<file path="src/rtl/key_entry_buffer_if.sv">
// Keypad entry bus: scanner-side inputs plus the entry buffer's results.
// The scanner (or a bench) drives through master; the entry buffer uses slave.
interface key_entry_buffer_if #(
    parameter int MAX_DIGITS = 4
);
    logic                    key_pressed;
    logic [3:0]              keyboardval;
    logic                    key_event;
    logic [3:0]              key_code;
    logic [4*MAX_DIGITS-1:0] digits;
    logic [2:0]              digit_cnt;
    logic [4*MAX_DIGITS-1:0] entry_value;
    logic                    entry_valid;
    logic                    overflow;

    modport master (
        output key_pressed, keyboardval,
        input  key_event, key_code, digits, digit_cnt,
               entry_value, entry_valid, overflow
    );

    modport slave (
        input  key_pressed, keyboardval,
        output key_event, key_code, digits, digit_cnt,
               entry_value, entry_valid, overflow
    );
endinterface

</file>
<file path="src/rtl/key_entry_buffer.sv">
// Keypad entry buffer: debounces each scanner press into a single key event,
// collects decimal digits into a BCD buffer and handles backspace/clear/enter.
module key_entry_buffer #(
    parameter int SETTLE_CYCLES = 1100000,
    parameter int MAX_DIGITS    = 4
) (
    input  logic                clk,
    input  logic                rst,
    key_entry_buffer_if.slave   bus
);
    localparam int CNT_W = (SETTLE_CYCLES > 1) ? $clog2(SETTLE_CYCLES) : 1;
    localparam int DW    = 4 * MAX_DIGITS;
    localparam logic [CNT_W-1:0] CNT_LAST = CNT_W'(SETTLE_CYCLES - 1);
    localparam logic [2:0]       CNT_FULL = 3'(MAX_DIGITS);

    typedef enum logic [1:0] {
        IDLE,
        SETTLE,
        CAPTURE,
        WAIT_RELEASE
    } state_t;

    state_t           state_reg, state_next;
    logic [CNT_W-1:0] settle_reg, settle_next;
    logic             sync1_reg, sync2_reg;
    logic             key_event_reg, key_event_next;
    logic [3:0]       key_code_reg, key_code_next;
    logic [DW-1:0]    digits_reg, digits_next;
    logic [2:0]       digit_cnt_reg, digit_cnt_next;
    logic [DW-1:0]    entry_value_reg, entry_value_next;
    logic             entry_valid_reg, entry_valid_next;
    logic             overflow_reg, overflow_next;

    // Two-flop synchronizer for the asynchronous press level from the scanner.
    always_ff @(posedge clk or negedge rst) begin
        if (!rst) begin
            sync1_reg <= 1'b0;
            sync2_reg <= 1'b0;
        end else begin
            sync1_reg <= bus.key_pressed;
            sync2_reg <= sync1_reg;
        end
    end

    // State, settle counter and all registered outputs.
    always_ff @(posedge clk or negedge rst) begin
        if (!rst) begin
            state_reg       <= IDLE;
            settle_reg      <= '0;
            key_event_reg   <= 1'b0;
            key_code_reg    <= 4'h0;
            digits_reg      <= '0;
            digit_cnt_reg   <= 3'd0;
            entry_value_reg <= '0;
            entry_valid_reg <= 1'b0;
            overflow_reg    <= 1'b0;
        end else begin
            state_reg       <= state_next;
            settle_reg      <= settle_next;
            key_event_reg   <= key_event_next;
            key_code_reg    <= key_code_next;
            digits_reg      <= digits_next;
            digit_cnt_reg   <= digit_cnt_next;
            entry_value_reg <= entry_value_next;
            entry_valid_reg <= entry_valid_next;
            overflow_reg    <= overflow_next;
        end
    end

    // Next-state logic plus the key action executed in the single CAPTURE cycle.
    always_comb begin
        state_next       = state_reg;
        settle_next      = settle_reg;
        key_event_next   = 1'b0;
        key_code_next    = key_code_reg;
        digits_next      = digits_reg;
        digit_cnt_next   = digit_cnt_reg;
        entry_value_next = entry_value_reg;
        entry_valid_next = 1'b0;
        overflow_next    = 1'b0;

        unique case (state_reg)
            IDLE: begin
                if (sync2_reg) begin
                    state_next  = SETTLE;
                    settle_next = '0;
                end
            end
            SETTLE: begin
                // Saturating count: stops at the last value rather than wrapping.
                if (settle_reg != CNT_LAST) begin
                    settle_next = settle_reg + 1'b1;
                end
                if (!sync2_reg) begin
                    state_next = IDLE;
                end else if (settle_reg == CNT_LAST) begin
                    state_next = CAPTURE;
                end
            end
            CAPTURE: begin
                state_next     = WAIT_RELEASE;
                key_event_next = 1'b1;
                key_code_next  = bus.keyboardval;
                case (bus.keyboardval)
                    4'hE: begin
                        if (digit_cnt_reg != 3'd0) begin
                            digits_next    = {4'h0, digits_reg[DW-1:4]};
                            digit_cnt_next = digit_cnt_reg - 3'd1;
                        end
                    end
                    4'hC: begin
                        digits_next    = '0;
                        digit_cnt_next = 3'd0;
                    end
                    4'hF: begin
                        // An empty enter is ignored so entry_value keeps the last commit.
                        if (digit_cnt_reg != 3'd0) begin
                            entry_value_next = digits_reg;
                            entry_valid_next = 1'b1;
                            digits_next      = '0;
                            digit_cnt_next   = 3'd0;
                        end
                    end
                    4'hA, 4'hB, 4'hD: begin
                        // Reported as key events only; the buffer is untouched.
                    end
                    default: begin
                        if (digit_cnt_reg < CNT_FULL) begin
                            digits_next    = {digits_reg[DW-5:0], bus.keyboardval};
                            digit_cnt_next = digit_cnt_reg + 3'd1;
                        end else begin
                            overflow_next = 1'b1;
                        end
                    end
                endcase
            end
            WAIT_RELEASE: begin
                if (!sync2_reg) begin
                    state_next = IDLE;
                end
            end
            default: state_next = IDLE;
        endcase
    end

    assign bus.key_event   = key_event_reg;
    assign bus.key_code    = key_code_reg;
    assign bus.digits      = digits_reg;
    assign bus.digit_cnt   = digit_cnt_reg;
    assign bus.entry_value = entry_value_reg;
    assign bus.entry_valid = entry_valid_reg;
    assign bus.overflow    = overflow_reg;
endmodule

</file>
<file path="src/flat_wrapper.sv">
// flat-port wrapper written by rule: the top's interface ports become plain ports
module key_entry_buffer_flat 
#(
    parameter int SETTLE_CYCLES = 1100000,
    parameter int MAX_DIGITS    = 4
)
  (clk, rst, bus_key_pressed, bus_keyboardval, bus_key_event, bus_key_code, bus_digits, bus_digit_cnt, bus_entry_value, bus_entry_valid, bus_overflow);
  key_entry_buffer_if #(.MAX_DIGITS(MAX_DIGITS)) bus_i ();
  input  logic clk;
  input  logic rst;
  input wire logic [$bits(bus_i.key_pressed)-1:0] bus_key_pressed;
  input wire logic [$bits(bus_i.keyboardval)-1:0] bus_keyboardval;
  output wire logic [$bits(bus_i.key_event)-1:0] bus_key_event;
  output wire logic [$bits(bus_i.key_code)-1:0] bus_key_code;
  output wire logic [$bits(bus_i.digits)-1:0] bus_digits;
  output wire logic [$bits(bus_i.digit_cnt)-1:0] bus_digit_cnt;
  output wire logic [$bits(bus_i.entry_value)-1:0] bus_entry_value;
  output wire logic [$bits(bus_i.entry_valid)-1:0] bus_entry_valid;
  output wire logic [$bits(bus_i.overflow)-1:0] bus_overflow;
  assign bus_i.key_pressed = bus_key_pressed;
  assign bus_i.keyboardval = bus_keyboardval;
  assign bus_key_event = bus_i.key_event;
  assign bus_key_code = bus_i.key_code;
  assign bus_digits = bus_i.digits;
  assign bus_digit_cnt = bus_i.digit_cnt;
  assign bus_entry_value = bus_i.entry_value;
  assign bus_entry_valid = bus_i.entry_valid;
  assign bus_overflow = bus_i.overflow;
  key_entry_buffer #(.SETTLE_CYCLES(SETTLE_CYCLES), .MAX_DIGITS(MAX_DIGITS)) u_core (.clk(clk), .rst(rst), .bus(bus_i));
endmodule
</file>
<file path="config.mk">
export PLATFORM = sky130hd
export DESIGN_NAME = key_entry_buffer_flat
export DESIGN_NICKNAME = d
export VERILOG_FILES = /design/src/rtl/key_entry_buffer_if.sv /design/src/rtl/key_entry_buffer.sv /design/src/flat_wrapper.sv
export SDC_FILE = /design/constraint.sdc
export NUM_CORES = 1
export LEC_CHECK = 0
export ABC_CLOCK_PERIOD_IN_PS = 2400
export BUFFER_PORTS_ARGS = -buffer_cell sky130_fd_sc_hd__buf_2
export CORE_MARGIN = 1
export CORE_UTILIZATION = 47
export CTS_BUF_LIST = sky130_fd_sc_hd__clkbuf_8
export CTS_CLUSTER_SIZE = 25
export DETAILED_ROUTE_END_ITERATION = 10
export GPL_ROUTABILITY_DRIVEN = 0
export PLACE_DENSITY = 0.68
export SYNTH_ARGS = -nofsm -noshare
export SYNTH_HDL_FRONTEND = slang
export SYNTH_SLANG_ARGS = --single-unit
</file>
<file path="constraint.sdc">
create_clock -name clk -period 2.4 [get_ports clk]
set_input_delay 0.48 -clock clk [delete_from_list [all_inputs] [get_ports clk]]
set_output_delay 0.48 -clock clk [all_outputs]
set_load 0.05 [all_outputs]
</file>
### Word-level counts from Yosys, hierarchy flattened

Cells that the tools add are included.

* flip-flop bits (word level): 67
* input port bits: 7
* word-level logic and storage cells: 66

* $add $sub $neg: 3
* $lt $le $gt $ge: 1
* equality and inequality tests: 17
* muxes and demuxes: 23
* bitwise gates (word level): 1
* reductions and logical operators: 10

Operators by type and width (count)
* 16-bit one-hot mux with 4 select lines: 1
* 16-bit 2-to-1 mux: 3
* 21-bit 2-to-1 mux: 2
* 21-bit one-hot mux with 2 select lines: 1
* 4-bit == test (second input constant): 6
* 21-bit by 1-bit adder with 21-bit output (second input constant): 1
* 21-bit == test (second input constant): 1
* 21-bit inequality test (second input constant): 1
* 3-bit one-hot mux with 4 select lines: 1
* 3-bit 2-to-1 mux: 3
* 3-bit AND reduction: 3
* 2-bit 2-to-1 mux: 4
* 2-bit by 1-bit inequality test with 1-bit output (second input constant): 4
* 2-bit one-hot mux with 4 select lines: 1
* 1-bit 2-to-1 mux: 7
* 6-bit OR reduction: 1
* 5-bit AND reduction: 1
* 2-bit == test (second input constant): 2
* 4-bit nonzero test: 1
* 3-bit by 1-bit adder with 3-bit output (second input constant): 1
* 3-bit less-than comparator (second input constant): 1
* 3-bit inequality test (second input constant): 1
* 3-bit nonzero test: 1
* 3-bit OR reduction: 1
* other kinds (6): 6

### Depth between registers and ports, before layout

Gate-level depths: netlist of run 1.

* depth after elaboration: 4
* mapped depth: 9

### Least setup slack after synthesis of run 1

Ideal clock, no wire load.

* path type: input port to flip-flop
* start: input port bus_keyboardval[1]
* end: register u_core.digit_cnt_reg[2] (netlist: u_core.bus.digit_cnt[2])
* library setup time: 0.068 ns
* arrival: 1.909 ns
* required time: 2.332 ns
* slack: 0.423 ns
* stages on the path: 9
* path buffers: 2
* path through: and4b_1 > clkbuf_1 > clkbuf_1 > fa_1 > nor3_1 > o21ai_0 > nor4_1 > a21oi_1 > nand2_1

* cells in the longest elaborated chain, start to end: 4
* elaborated cells on any way between the ends: 13
* classes of those cells: 8 x eq/ne; 1 x mux; 1 x bitwise; 3 x reduce/logical

RTL lines
* from (decl): line flat_wrapper.sv:12 `input wire logic [$bits(bus_i.keyboardval)-1:0] bus_keyboardval;`
* 4-bit == test: line key_entry_buffer.sv:104 `case (bus.keyboardval)`
* 3-bit OR reduction
* 1-bit inverter (no line)
* 5-bit AND reduction (no line)
* to (signal assigned): line key_entry_buffer.sv:63 `digit_cnt_reg <= digit_cnt_next;`
* to (decl): line key_entry_buffer.sv:29 `logic [2:0] digit_cnt_reg, digit_cnt_next;`

Parallel ways exist; a longest one is shown, timed or not.
A chain may end at the register's enable or synchronous reset.

### Worst setup path after layout of run 1

* start: register u_core.state_reg[0]
* end: register u_core.entry_value_reg[10] (netlist: u_core.bus.entry_value[10])

* cells in the longest elaborated chain, start to end: 2

RTL lines
* from (decl): line key_entry_buffer.sv:23 `state_t state_reg, state_next;`
* from (signal assigned): line key_entry_buffer.sv:58 `state_reg <= state_next;`
* 2-bit == test: line key_entry_buffer.sv:82 `unique case (state_reg)`
* 3-bit AND reduction (no line)
* to (signal assigned): line key_entry_buffer.sv:64 `entry_value_reg <= entry_value_next;`
* to (decl): line key_entry_buffer.sv:30 `logic [DW-1:0] entry_value_reg, entry_value_next;`

Every way passes these cells.

==> run summary, run 1 <==
postcts setup bufs = 0
status = finished, final reports clean
Top FF cell, synth = dfrtp_1
DRC Markers = 0
top cell family by delay on the critical path = simple AND/OR/NAND/NOR gates
first-pass GRT wire length = 10.5 mm
Final Hold Slack = 0.170 ns
R2R cell count = 6
worst slew pin tran = 0.675 ns
fmax = 0.525 GHz
Final WS setup = 0.495 ns
Die Ht = 83.0 um
total grt overflow = 0
CTS buffer count = 9
WP data required = 2.62 ns
FFs w/ async S/R, synth = 1.00
CTS sink count = 67
Max H-tree Level = 3
WP data arrival = 2.12 ns
worst-skew pair later-pin latency = 0.34 ns
CP Launch Type = flop
Clk Tree Root Cell = clkbuf_8
CP max stage delay = 0.45 ns
Routed Antenna Nets = 0
Starting Density = 0.485
worst-path cell chain = nand2b_1, inv_2, nand2_1, nor3_4, buf_12, mux2_2
sequential area share after synthesis = 0.544
CTS clock-pin slew for the worst setup and hold paths = 0.08 ns
initial antenna violation count = 0
Hold Fails Final Rpt = 0
Post-Route WL = 6.18 mm
clock tree buffer depth = 2
max_cap viols = 0
Slowest cell on crit path = dfrtp_1
die area = 6880 um^2
# nets final = 348
row cnt = 29
pin count of the biggest net entering global routing = 40
layout cells sized above 1 = 0.305
Pwr Density = 675 nW/um^2
EDFF count, synth = 0
CP Max Fanout = 13
Worst Setup SP = u_core.state_reg[0]
critical path endpoint category = flop
Clock Skew = 0.0119 ns
core box area = 6350 um^2
Ant. Diodes = 0
worst slack, placed = 0.401 ns
Area Growth Syn to Fin = 19.0%
Slew HR = 0.550
max reg flops = 21
CTS tree = done
via count = 2276
post-synth cell types = 40
Post-Syn Area = 3080 um^2
r2r endpoint = u_core.bus.entry_value[10]
Buf/Inv on CP = 2
drt via density = 5.41
Leak Pwr = 1.80 nW
DR iter-0 viols = 101
Post-Synthesis Mean Instance Area = 10.9 um^2
crit path kind = reg -> reg
number of global-route vias before repair = 2173
WL/cell = 14.7 um
total track usage = 0.192
RSZ-0062 raised after global routing = false
WP depth = 6
Pre-antenna DRT Iters = 4
setup TNS = 0 ns
Final Cycle Share = 0.794
Pwr Total = 0.00248 W
Peak VDD IR = 0.387 mV
Port Buffer Count = 48
hold crit path type = in -> async
Seq cells post-synth = 67
synth warn = 0
Reg2Reg Setup Slack = 0.49 ns
Filler cells = 540
Post-Syn Instances = 284
worst setup path endpoint = u_core.bus.entry_value[10]
Worst R2R Start = u_core.state_reg[0]
Slew Limit Fails = 0
hold_buf cts = 0
hpwl dp = 4.29 mm
I/O pins = 49
# setup viols final = 0
die width = 83.0 um
Syn Nets = 293
minimum clock period = 1.91 ns
FF+latch area = 1680 um^2
Multi-input gate area = 1290 um^2
Resized cells post-CTS = 0
metal layers:
| layer | vias up | part of all wire | track usage |
|---|---|---|---|
| li1 | 1128 | - | - |
| met1 | 1080 | 0.49 | 0.283 |
| met2 | 61 | 0.46 | 0.285 |
| met3 | 7 | 0.043 | 0.0348 |
| met4 | 0 | 0.013 | 0.0705 |
| met5 | - | 0 | 0 |
where the power goes:
part | internal [W] | leakage, nW | total (W) | switching, W
clock | 0.000718 | 0.115 | 0.00115 | 0.000430
sequential | 0.00115 | 0.898 | 0.00117 | 0.0000241
combinational | 0.0000451 | 0.789 | 0.000153 | 0.000108
placed cells by master, fill, tap and decap left out, drive strengths merged:
cell type	Yosys	layout
dfrtp	67	67
buf	7	57
nand2	38	38
o21ai	28	28
nor2	17	17
mux2	16	16
nand3	15	15
xor2	13	13
a22oi	10	10
clkbuf	6	10
and3	9	9
a21oi	7	7
nor3	7	7
nand4	6	6
nor4	5	5
inv	4	4
nand2b	3	3
and4b	3	3
nor2b	3	3
bufinv	0	3
clkinvlp	0	3
a21o	2	2
nor3b	2	2
o31ai	2	2
o211ai	2	2
nand3b	1	1
a21boi	1	1
a2111o	1	1
nor4bb	1	1
nor4b	1	1
or3	1	1
mux2i	1	1
or4	1	1
a211oi	1	1
a221oi	1	1
fa	1	1
ha	1	1
worst reg2reg max path, cell delays in order, from the launching register on:
cell and delay [ns]:
dfrtp_1 0.45, nand2b_1 0.20, inv_2 0.12, nand2_1 0.12, nor3_4 0.35, buf_12 0.21, mux2_2 0.34
synth_stat cells, types with 2 or more instances:
cell type	count	share of area
nand2b_1	3	0.0061
o211ai_1	2	0.0049
a21o_1	2	0.0049
nand4_1	6	0.012
nor4_1	5	0.010
nor3b_1	2	0.0049
mux2_2	16	0.058
nor3_1	6	0.0097
nor2b_1	3	0.0061
clkbuf_1	6	0.0073
a22oi_1	10	0.024
o21ai_1	4	0.0065
and4b_1	3	0.0097
and3_1	9	0.018
xor2_1	13	0.037
nand2_1	38	0.046
inv_1	3	0.0037
a21oi_1	7	0.011
o21ai_0	10	0.016
dfrtp_1	67	0.54
nor2_1	17	0.021
buf_6	6	0.022
nand3_1	15	0.024
o31ai_1	2	0.0049
o21ai_2	14	0.040
worst min-delay path by stage:
stage	startpoint	endpoint	slack (ns)
6_report	rst	u_core.bus.entry_valid	0.17
5_1_grt	rst	u_core.bus.entry_valid	0.22
4_1_cts	rst	u_core.bus.entry_valid	0.19
3_5_place_dp	u_core.sync1_reg	u_core.sync2_reg	0.34
3_3_place_gp	u_core.sync1_reg	u_core.sync2_reg	0.33
2_1_floorplan	rst	asynchronous set/reset pin	0.18
cell families (layout without fill, tap and decap cells):
logic type | Yosys count | in the layout | share of synthesized area
fa+ha+maj | 2 | 2 | 0.0106
buf+inv | 17 | 77 | 0.0357
mux | 17 | 17 | 0.0617
flops | 67 | 67 | 0.544
simple gates | 113 | 113 | 0.187
compound gates | 55 | 55 | 0.124
xor+xnor | 13 | 13 | 0.0369
through the flow:
stage | util | std cells | cell area, um^2
2_1_floorplan | - | 284 | 3080
3_3_place_gp | 0.538 | 405 | 3420
3_5_place_dp | 0.538 | 405 | 3420
4_1_cts | 0.577 | 421 | 3670
5_1_grt | 0.577 | 421 | 3670
6_report | 0.577 | 421 | 3670
area by class of cell:
cell class	instances	share of cell area
clock inverters	6	0.0307
repair buffers	57	0.0908
well taps	77	0.0263
inverters	4	0.00410
multi-input cells	200	0.353
clock buffers	10	0.0375
flip-flops and latches	67	0.457
No activity file was read; power rests on OpenSTA's default activity.
==> inputs of run 2 (changes only) <==
--- a/config.mk
+++ b/config.mk
@@ -5,7 +5,7 @@
 export SDC_FILE = /design/constraint.sdc
 export NUM_CORES = 1
 export LEC_CHECK = 0
-export ABC_CLOCK_PERIOD_IN_PS = 2400
+export ABC_CLOCK_PERIOD_IN_PS = 2000
 export BUFFER_PORTS_ARGS = -buffer_cell sky130_fd_sc_hd__buf_2
 export CORE_MARGIN = 1
 export CORE_UTILIZATION = 47
==> constraint.sdc (replaced) <==
create_clock -name clk -period 2 [get_ports clk]
set_input_delay 0.4 -clock clk [delete_from_list [all_inputs] [get_ports clk]]
set_output_delay 0.4 -clock clk [all_outputs]
set_load 0.05 [all_outputs]
==> run 2 against run 1 <==
Effect of this change: register-to-register slack worse by 0.27 ns; critical path depth unchanged; non-clock buffer count up 5; worst hold slack worse by 0.11 ns; via count up 1.3%; flip-flop and latch count unchanged; clock skew down 0.0025 ns; sequential power up 21%; global-route usage up 0.28 points.
==> run summary, run 2 (same netlist as run 1, synthesis figures left out) <==
status = finished, final reports clean
# nets final = 353
Slew HR = 0.675
total track usage = 0.195
max reg flops = 21
Leak Pwr = 1.82 nW
Pre-antenna DRT Iters = 4
pin count of the biggest net entering global routing = 68
WL/cell = 14.2 um
Routed Antenna Nets = 0
top cell family by delay on the critical path = simple AND/OR/NAND/NOR gates
Hold Fails Final Rpt = 0
Final Cycle Share = 0.888
DRC Markers = 0
Resized cells post-CTS = 0
worst setup path endpoint = u_core.bus.entry_value[12]
Die Ht = 83.0 um
total grt overflow = 0
Final WS setup = 0.223 ns
Pwr Density = 742 nW/um^2
Clock Skew = 0.00942 ns
Port Buffer Count = 48
Worst Setup SP = u_core.state_reg[0]
drt via density = 5.41
die width = 83.0 um
most common cell after layout, fill and taps aside = dfrtp_1
worst slack, placed = 0.131 ns
row cnt = 29
# setup viols final = 0
CP Launch Type = flop
worst slew pin tran = 0.484 ns
crit path kind = reg -> reg
number of global-route vias before repair = 2187
Clk Tree Root Cell = clkbuf_8
max_cap viols = 0
Reg2Reg Setup Slack = 0.22 ns
I/O pins = 49
CP Max Fanout = 17
Post-Route WL = 6.07 mm
Final Hold Slack = 0.0622 ns
Filler cells = 532
Ant. Diodes = 0
Slew Limit Fails = 0
Pwr Total = 0.00272 W
Worst R2R Start = u_core.state_reg[0]
worst-path cell chain = nand2b_1, inv_2, nand2_1, nor3_4, buf_12, mux2_2
hpwl dp = 4.19 mm
R2R cell count = 6
Starting Density = 0.485
DR iter-0 viols = 195
Area Growth Syn to Fin = 19.0%
Slowest cell on crit path = dfrtp_1
CTS clock-pin slew for the worst setup and hold paths = 0.07 ns
fmax = 0.563 GHz
hold_buf cts = 0
core box area = 6350 um^2
critical path endpoint category = flop
WP data arrival = 2.00 ns
setup TNS = 0 ns
postcts setup bufs = 0
RSZ-0062 raised after global routing = false
die area = 6880 um^2
first-pass GRT wire length = 10.6 mm
initial antenna violation count = 0
minimum clock period = 1.78 ns
WP data required = 2.23 ns
CTS tree = done
Max H-tree Level = 3
Peak VDD IR = 0.431 mV
Buf/Inv on CP = 2
CTS buffer count = 9
clock tree buffer depth = 2
r2r endpoint = u_core.bus.entry_value[12]
CP max stage delay = 0.46 ns
via count = 2306
WP depth = 6
layout cells sized above 1 = 0.315
CTS sink count = 67
worst-skew pair later-pin latency = 0.34 ns
hold crit path type = in -> async
most frequent cells in the layout = dfrtp_1, buf_2, nand2_1
-- run 2: cell types whose count changed in the layout (fill, tap and decap cells not counted) --
cell        delta
buf_4          +4
bufinv_16      -2
clkinv_2       +2
clkinv_4       +2
clkinvlp_4     -2
buf_12         +1
-- run 2: layer usage --
metal  vias up  track usage  share of wire
met1      1116        0.285           0.49
met3         9       0.0447          0.035
met2        42        0.282           0.46
met5         -            0              0
met4         0       0.0752          0.015
li1       1139            -              -
-- run 2: metrics by stage --
| step | util | instance area (um^2) | cells |
|---|---|---|---|
| finish | 0.578 | 3670 | 426 |
| global route | 0.578 | 3670 | 426 |
| CTS | 0.578 | 3670 | 426 |
| detailed placement | 0.546 | 3470 | 410 |
| global placement | 0.546 | 3470 | 410 |
| floorplan | - | 3080 | 284 |
-- run 2: how the worst min path moves through the flow --
stage / start / end / slack, ns / cells after the start
6_report: rst / u_core.bus.entry_valid / 0.06 / 2
5_1_grt: rst / u_core.bus.entry_value[15] / 0.08 / 2
4_1_cts: rst / u_core.bus.entry_valid / 0.07 / 2
3_5_place_dp: u_core.sync1_reg / u_core.sync2_reg / 0.34 / 0
3_3_place_gp: u_core.sync1_reg / u_core.sync2_reg / 0.34 / 0
2_1_floorplan: rst / asynchronous set/reset pin / 0.10 / 0
-- run 2: area by class of cell --
cell class	instances	area (um^2)	area share
clock buffers	10	138	0.0375
clock inverters	6	65.1	0.0177
inverters	4	15.0	0.00409
multi-input cells	200	1290	0.353
flip-flops and latches	67	1680	0.457
well taps	77	96.3	0.0263
repair buffers	62	383	0.104
-- run 2: power breakdown --
part	internal [W]	total, W	switching [W]	leakage [nW]
Sequential	0.00138	0.00141	0.0000289	0.898
Combinational	0.0000570	0.000187	0.000130	0.818
Clock	0.000609	0.00113	0.000517	0.102
